**src/rtl/ifu_pkg.sv**
```systemverilog
// Shared definitions for the instruction fetch unit: FSM encoding, instruction
// field positions and default PC parameters.
package ifu_pkg;

   typedef enum logic [1:0] {
      ST_FETCH = 2'd0,
      ST_HOLD  = 2'd1,
      ST_WAIT  = 2'd2
   } ifu_state_e;

   localparam int OPC_MSB   = 31;
   localparam int OPC_W     = 6;
   localparam int RS_MSB    = 25;
   localparam int RS_W      = 5;
   localparam int RT_MSB    = 20;
   localparam int RT_W      = 5;
   localparam int IMM_MSB   = 15;
   localparam int IMM_W     = 16;
   localparam int FUNCT_MSB = 4;
   localparam int FUNCT_W   = 5;
   // Label offsets use the whole low 26 bits of the instruction word.
   localparam int LBL_MSB   = 25;

   localparam logic [31:0] RESET_PC_DEFAULT = 32'h0000_0000;
   localparam logic [31:0] PC_STEP_DEFAULT  = 32'd4;

endpackage

```
**src/rtl/instr_fetch_unit_next_pc.sv**
```systemverilog
// Combinational next-PC selection: jump_to_reg > label > taken branch > sequential.
// All arithmetic wraps modulo 2^32; unaligned targets pass through untouched.
module next_pc_calc
   import ifu_pkg::*;
#(
   parameter logic [31:0] PC_STEP = PC_STEP_DEFAULT
)(
   input  logic [31:0]      i_pc,
   input  logic [LBL_MSB:0] i_offs,
   input  logic             i_branch,
   input  logic             i_branch_cond,
   input  logic             i_jump_to_reg,
   input  logic             i_label,
   input  logic [31:0]      i_reg_target,
   output logic [31:0]      o_next_pc
);

   logic [31:0] w_pc4;
   logic [31:0] w_label_off;
   logic [31:0] w_branch_off;

   assign w_pc4        = i_pc + PC_STEP;
   assign w_label_off  = {{4{i_offs[LBL_MSB]}}, i_offs, 2'b00};
   assign w_branch_off = {{14{i_offs[IMM_MSB]}}, i_offs[IMM_MSB:0], 2'b00};

   always_comb begin
      o_next_pc = w_pc4;
      if (i_jump_to_reg) begin
         o_next_pc = i_reg_target;
      end else if (i_label) begin
         o_next_pc = w_pc4 + w_label_off;
      end else if (i_branch && i_branch_cond) begin
         o_next_pc = w_pc4 + w_branch_off;
      end
   end

endmodule

```
**src/rtl/instr_fetch_unit.sv**
```systemverilog
// Fetch stage: FETCH -> HOLD -> WAIT loop that requests a word from a variable
// latency memory, presents its decoded fields, then steps the PC on exec_done.
module instr_fetch_unit
   import ifu_pkg::*;
#(
   parameter logic [31:0] RESET_PC = RESET_PC_DEFAULT,
   parameter logic [31:0] PC_STEP  = PC_STEP_DEFAULT
)(
   input  logic        clk,
   input  logic        rst,
   output logic        imem_req,
   output logic [31:0] imem_addr,
   input  logic        imem_ready,
   input  logic [31:0] imem_rdata,
   output logic        instr_valid,
   output logic [31:0] pc_out,
   output logic [5:0]  opcode,
   output logic [4:0]  rs,
   output logic [4:0]  rt,
   output logic [15:0] imm,
   output logic [4:0]  funct,
   input  logic        exec_done,
   input  logic        branch,
   input  logic        branch_cond,
   input  logic        jump_to_reg,
   input  logic        label,
   input  logic [31:0] reg_target
);

   ifu_state_e  r_state;
   ifu_state_e  w_state_next;
   logic        r_active;
   logic [31:0] r_pc;
   logic [31:0] r_ir;
   logic [31:0] r_pc_out;
   logic [31:0] w_next_pc;
   logic        w_fetch_accept;
   logic        w_exec_accept;

   // r_active is low for the reset cycles and the first cycle after release, so the
   // request only rises once reset is gone and any late imem_ready is discarded.
   always_ff @(posedge clk) begin
      if (!rst) begin
         r_state  <= ST_FETCH;
         r_active <= 1'b0;
         r_pc     <= RESET_PC;
         r_ir     <= 32'd0;
         r_pc_out <= 32'd0;
      end else begin
         r_state  <= w_state_next;
         r_active <= 1'b1;
         if (w_fetch_accept) begin
            r_ir     <= imem_rdata;
            r_pc_out <= r_pc;
         end
         if (w_exec_accept) begin
            r_pc <= w_next_pc;
         end
      end
   end

   always_comb begin
      w_state_next   = r_state;
      w_fetch_accept = 1'b0;
      w_exec_accept  = 1'b0;
      unique case (r_state)
         ST_FETCH: begin
            if (r_active && imem_ready) begin
               w_fetch_accept = 1'b1;
               w_state_next   = ST_HOLD;
            end
         end
         ST_HOLD: begin
            if (exec_done) begin
               w_exec_accept = 1'b1;
               w_state_next  = ST_WAIT;
            end
         end
         ST_WAIT: w_state_next = ST_FETCH;
         default: w_state_next = ST_FETCH;
      endcase
   end

   next_pc_calc #(
      .PC_STEP (PC_STEP)
   ) u_next_pc (
      .i_pc          (r_pc),
      .i_offs        (r_ir[LBL_MSB:0]),
      .i_branch      (branch),
      .i_branch_cond (branch_cond),
      .i_jump_to_reg (jump_to_reg),
      .i_label       (label),
      .i_reg_target  (reg_target),
      .o_next_pc     (w_next_pc)
   );

   assign imem_req    = r_active && (r_state == ST_FETCH);
   assign imem_addr   = r_pc;
   assign instr_valid = (r_state == ST_HOLD);
   assign pc_out      = r_pc_out;
   assign opcode      = r_ir[OPC_MSB   -: OPC_W];
   assign rs          = r_ir[RS_MSB    -: RS_W];
   assign rt          = r_ir[RT_MSB    -: RT_W];
   assign imm         = r_ir[IMM_MSB   -: IMM_W];
   assign funct       = r_ir[FUNCT_MSB -: FUNCT_W];

endmodule
```
**config.mk**
```make
export PLATFORM = sky130hd
export DESIGN_NAME = instr_fetch_unit
export DESIGN_NICKNAME = d
export VERILOG_FILES = /design/src/rtl/ifu_pkg.sv /design/src/rtl/instr_fetch_unit_next_pc.sv /design/src/rtl/instr_fetch_unit.sv
export SDC_FILE = /design/constraint.sdc
export NUM_CORES = 1
export LEC_CHECK = 0
export ABC_AREA = 1
export BUFFER_PORTS_ARGS = -buffer_cell sky130_fd_sc_hd__buf_2
export CORE_MARGIN = 5
export CORE_UTILIZATION = 56
export CTS_CLUSTER_DIAMETER = 40
export DETAILED_ROUTE_END_ITERATION = 12
export PLACE_DENSITY = 0.88
export SKIP_LAST_GASP = 1
export SYNTH_ARGS = -nofsm -noshare
export SYNTH_HDL_FRONTEND = slang
export SYNTH_SLANG_ARGS = --single-unit
```
**constraint.sdc**
```tcl
create_clock -name clk -period 4 [get_ports clk]
set_clock_uncertainty 0.1 [all_clocks]
set_input_delay 0 -clock clk [delete_from_list [all_inputs] [get_ports clk]]
set_output_delay 0 -clock clk [all_outputs]
set_load 0.05 [all_outputs]
```
Word-level counts from Yosys, hierarchy flattened
Index checks and enable logic that the tools add are counted.
{ "word_totals": {"ff_bits": 99, "out_inout_bits": 103, "elab_cells": 27} }
{ "op_classes": {"mux": 11, "n_addsub": 3, "reduce_logical": 5, "eq_ne": 3} }
{ "op_table": {"columns": ["operator", "n"], "rows": [
  ["two-way mux 32 bit", 3],
  ["adder 32 bit", 2],
  ["adder 32 x 3 -> 32 bit, second input constant", 1],
  ["two-way mux 1 bit", 5],
  ["two-way mux 2 bit", 2],
  ["case mux 2 bit (2 select lines)", 1],
  ["logical AND 1 bit", 3],
  ["equality test 2 x 1 -> 1 bit, second input constant", 1],
  ["zero test 2 bit", 1],
  ["inequality test 2 x 1 -> 1 bit, second input constant", 1],
  ["inequality test 2 bit, second input constant", 1],
  ["AND reduction 2 bit", 1]
]} }

Logic depth before layout (Yosys ltp)
{ "logic_depth": {"ltp_word": 5, "depth_mapped": 26} }

Modules after synthesis
Synthesis repeated with hierarchy kept, for this count alone.
{ "unflattened": {"cells_unflattened": 1542, "hier_area_um2": 8804.7} }
{ "by_module_without_submodules": {"columns": ["mod", "seq_area_each_um2", "instances", "cells_per_inst", "area_each_um2"], "rows": [
  ["next_pc_calc", 0.0, 1, 930, 4609.4],
  ["instr_fetch_unit", 1981.9, 1, 612, 4195.3]
]} }

Worst setup path after synthesis
OpenSTA, ideal clock, no wires.
{ "synth_timing": {"path_type": "register to register", "start": "register r_pc[2], in the netlist imem_addr[2]", "end": "register r_pc[26], in the netlist imem_addr[26]", "arrival_time_ps": 3042, "path_buffers": 0, "required_ps": 3783, "path_stages_with_launch": 21, "slack_ps": 741, "setup_ps": 117, "path_cell_list": "dfxtp_1 -> inv_1 -> nor2_4 -> nand2_1 -> nor2_1 -> nand4_1 -> inv_1 -> nand2_1 -> and2_1 -> ha_1 -> nand2_1 -> nor2_1 -> nand2_1 -> nor2_1 -> nand2_1 -> nand3_1 -> nor2_1 -> o21ai_0 -> nand3_1 -> nand2_1 -> a21oi_1"} }
{ "synth_via": {"elab_chain_len": 5, "elab_cells_between_ends": 6} }
{ "synth_lines": {"columns": ["element", "line_no", "source"], "rows": [
  ["start: declaration", "instr_fetch_unit.sv:33", "logic [31:0] r_pc;"],
  ["start signal: assignment", "instr_fetch_unit.sv:57", "r_pc <= w_next_pc;"],
  ["adder 32 x 3 -> 32 bit (*)", "instr_fetch_unit_next_pc.sv:22", "assign w_pc4 = i_pc + PC_STEP;"],
  ["adder 32 bit", "instr_fetch_unit_next_pc.sv:33", "o_next_pc = w_pc4 + w_branch_off;"],
  ["two-way mux 32 bit", "instr_fetch_unit_next_pc.sv:32", "end else if (i_branch && i_branch_cond) begin"],
  ["two-way mux 32 bit (*)", "instr_fetch_unit_next_pc.sv:30", "end else if (i_label) begin"],
  ["two-way mux 32 bit (*)", "instr_fetch_unit_next_pc.sv:28", "if (i_jump_to_reg) begin"]
]} }
Mark *: on every way between the ends. The rest lies on a longest branch, timed or not.
A chain may end at the register's enable or synchronous reset.

Worst setup path in the final report
{ "layout_timing": {"start": "register r_pc[2], in the netlist imem_addr[2]", "end": "register r_pc[23], in the netlist imem_addr[23]"} }
The elaborated chain is that of the path after synthesis.

==> results by group <==
STA
  – Final setup fails: 0
  – Worst slew pin tran: 1.24 ns
  – Final min period: 3.76 ns
  – Slew HR: 16.9%
  – Highest Clock Rate: 0.266 GHz
  – Final Max Tran Viols: 0
  – RSZ-0062 raised after global routing: yes
  – Final hold violation count: 0
  – Worst setup margin: 0.241 ns
  – Period utilization: 94.0%

Synthesis
  – Dominant cell type by area after synthesis: dfxtp_1
  – Synth top area cells: dfxtp_1, nand2_1, nor2_1
  – Count leader, synth: nand2_1
  – XOR/XNOR share of the synthesized area: 3.19%
  – Multiplexer share of the synthesized area: 0%
  – Synth top area share: 24.2%
  – Post-synth ARST share: 0%
  – Most frequent cells after synthesis: nand2_1, nor2_1, inv_1
  – Synth cell types: 41
  – Main combinational cell family by area after synthesis: simple AND/OR/NAND/NOR gates
  – Post-Synthesis Cells: 1381
  – Syn Area/Cell: 5.93 sq um
  – Post-Syn Area: 8200 sq um
  – Yosys warns: 0
  – Post-synth EDFFs: 0
  – Synthesized flop and latch total: 99
  – Post-Synth Simple-Gate Area: 38.6%
  – Main flop type after synthesis: dfxtp_1
  – Post-synth net total: 1500
  – Adder-Cell Fraction of Synth Area: 7.27%
  – Seq/Total Area, Yosys: 24.2%
  – Compound-Gate Fraction of Synth Area: 15.5%

Layout
  – Share of cells above drive strength 1: 15.3%
  – Storage cell area: 1980 sq um
  – Fin cells: 1790
  – Multi-input logic area: 5330 sq um
  – Ant. Diodes: 0
  – Layout fillers: 1271
  – Nets: 1720
  – Area growth syn-to-layout: 23.9%
  – Post-route cell area: 10200 sq um

Clocking
  – Num CTS Buffers: 9
  – CTS root buf: clkbuf_16
  – CTS tree: yes
  – CTS Sinks: 99
  – CTS clk-pin slew, worst paths: 0.08 ns
  – Clk buf depth: 2
  – CTS H-tree depth: 3
  – Later-pin clock latency in the skew report: 0.36 ns

Place
  – Post-DP HPWL: 24100 um
  – PortBufs: 174
  – Worst slack, placed: 0.171 ns
  – Placed cell areas: 9170 sq um
  – GPL Wtd Cong: 1.06
  – Cell Count Post-Placement: 1709

Setup path
  – Crit path kind: reg2reg
  – Most common cell on crit path: nand2_1
  – Worst setup SP type: register
  – Worst endpoint required time: 4.09 ns
  – Worst Path Arrival: 3.85 ns
  – Max incr delay on CP: 0.41 ns
  – CP max FO: 7
  – CP max-delay cell: dfxtp_2
  – Critical path, cell by cell: inv_1, nor2_4, inv_1, nor2_1, xor2_1, inv_1, ha_1, nand2_1, inv_1, nand2_1, nand2_1, a21oi_1, nand2_2, nand2_1, nand2_1, or2_2, nand3_1, nand2_1, nand2_1, a21oi_2
  – CP Capture Type: register
  – Setup slack, reg-to-reg: 0.24 ns
  – CP top delay family: simple AND/OR/NAND/NOR gates
  – Buf/Inv on CP: 4

Die
  – Core footprint: 14400 sq um
  – Row count: 44
  – Die X: 131 um
  – Die footprint: 17200 sq um
  – Initial Util: 56.8%
  – Number of top-level pins: 175
  – Die height: 131 um

Power and ir drop
  – Power consumption: 0.00276 W
  – Static leakage: 5.35 nW
  – Pwr Density: 271 nW/um^2
  – Peak supply drop: 0.235 mV

Global route
  – Vias in the first global route: 9713
  – GRT Total Usage: 38.3%
  – Largest net degree at the start of global routing: 71
  – First-pass GRT wire length: 51000 um
  – Initial antenna violation count: 0
  – Total grt overflow: 0

Outcome
  – Status: finished clean

Routing
  – TritonRoute pass-1 iters: 6
  – Violation count after the first detailed-routing iteration: 1094
  – Via count of the routed design: 10230
  – Detail Route Antenna Nets: 0
  – # DRC: 0
  – Avg WL per Cell: 18.6 um
  – Final wirelength: 33300 um
  – Vias/cell: 5.72

Min path
  – Worst min-delay path category: in2reg

Flow run
  – MaxCap Viol Count: 0
[metal layers]
| layer | vias up | GRT usage (%) | part of all wire (%) |
|---|---|---|---|
| met4 | 0 | 23.2 | 6.6 |
| met2 | 625 | 62.8 | 46 |
| met1 | 4598 | 47.2 | 39 |
| met5 | - | 0 | 0 |
| met3 | 153 | 6.14 | 8.6 |
| li1 | 4854 | - | - |
[path summary, 6_finish.rpt]
kind              depth (start not counted)                    endpoint                 startpoint
setup / recovery                         20  imem_addr[23]$_SDFFE_PN0P_  imem_addr[2]$_SDFFE_PN0P_
hold / removal                            5   imem_addr[4]$_SDFFE_PN0P_                jump_to_reg
setup reg to reg                         20  imem_addr[23]$_SDFFE_PN0P_  imem_addr[2]$_SDFFE_PN0P_
hold reg to reg                           2     pc_out[23]$_SDFFE_PN0P_    pc_out[23]$_SDFFE_PN0P_
[tightest hold or removal path: stages]
cell and delay (ns):
buf_2 0.09, nor2_1 0.11, o21ai_0 0.11, a21oi_1 0.07, nor2_1 0.10
[registers in the layout, indices dropped and copies added (netlist names)]
signal,count
r_ir,32
r_state,2
pc_out,32
imem_addr,32
r_active,1
[layout by cell type, fill, tap and decap left out, types with 7 or more instances in the layout]
master / netlist / final
nand2_1: 376 / 375
nor2_1: 215 / 213
inv_1: 181 / 181
buf_2: 5 / 174
a21oi_1: 100 / 100
dfxtp_1: 99 / 97
nand3_1: 89 / 89
o21ai_0: 89 / 89
dlygate4sd3_1: 0 / 65
ha_1: 46 / 46
xor2_1: 18 / 16
nand4_1: 16 / 16
a22oi_1: 16 / 16
buf_4: 5 / 12
xnor2_1: 10 / 10
o21bai_1: 10 / 10
nand2_2: 8 / 9
clkbuf_16: 0 / 9
nor3_1: 9 / 8
nor2_4: 7 / 7
[where the power goes]
part / switching [W] / internal, W
sequential: 0.0000552 / 0.00104
clock: 0.000462 / 0.000445
combinational: 0.000523 / 0.000230
total: 0.00104 / 0.00172
[stage by stage]
| stage | setup TNS (ns) | hold WS, ns | util (%) |
|---|---|---|---|
| detailed placement | 0 | 0.155 | 63.6 |
| floorplan | 0 | -0.0723 | - |
| global placement | 0 | 0.147 | 63.6 |
| CTS | 0 | 0.0211 | 70.2 |
| global route | -0.0519 | 0.0724 | 70.4 |
| finish | 0 | 0.0506 | 70.4 |
[what timing repair did]
| action | in CTS | in global routing |
|---|---|---|
| endpoints found under the hold margin | 64 | 0 |
| gates resized for setup | 0 | 9 |
| setup endpoints to repair | 0 | 9 |
| buffers inserted | 0 | 0 |
| hold buffers | 65 | 0 |
[final cells by class]
class                   instances  share of cell area, %
flip-flops and latches         99                   19.5
inverters                     182                   6.73
multi-input cells            1057                   52.5
repair buffers                252                   16.1
well taps                     184                   2.27
clock inverters                 7                  0.739
clock buffers                   9                   2.22
[kinds of logic (layout without fill, tap and decap cells)]
family	count (synthesis)	after routing
xor+xnor	29	29
flops	99	99
compound gates	233	233
simple gates	748	748
buf+inv	225	450
fa+ha+maj	47	47
No activity file was read; power rests on OpenSTA's default activity.
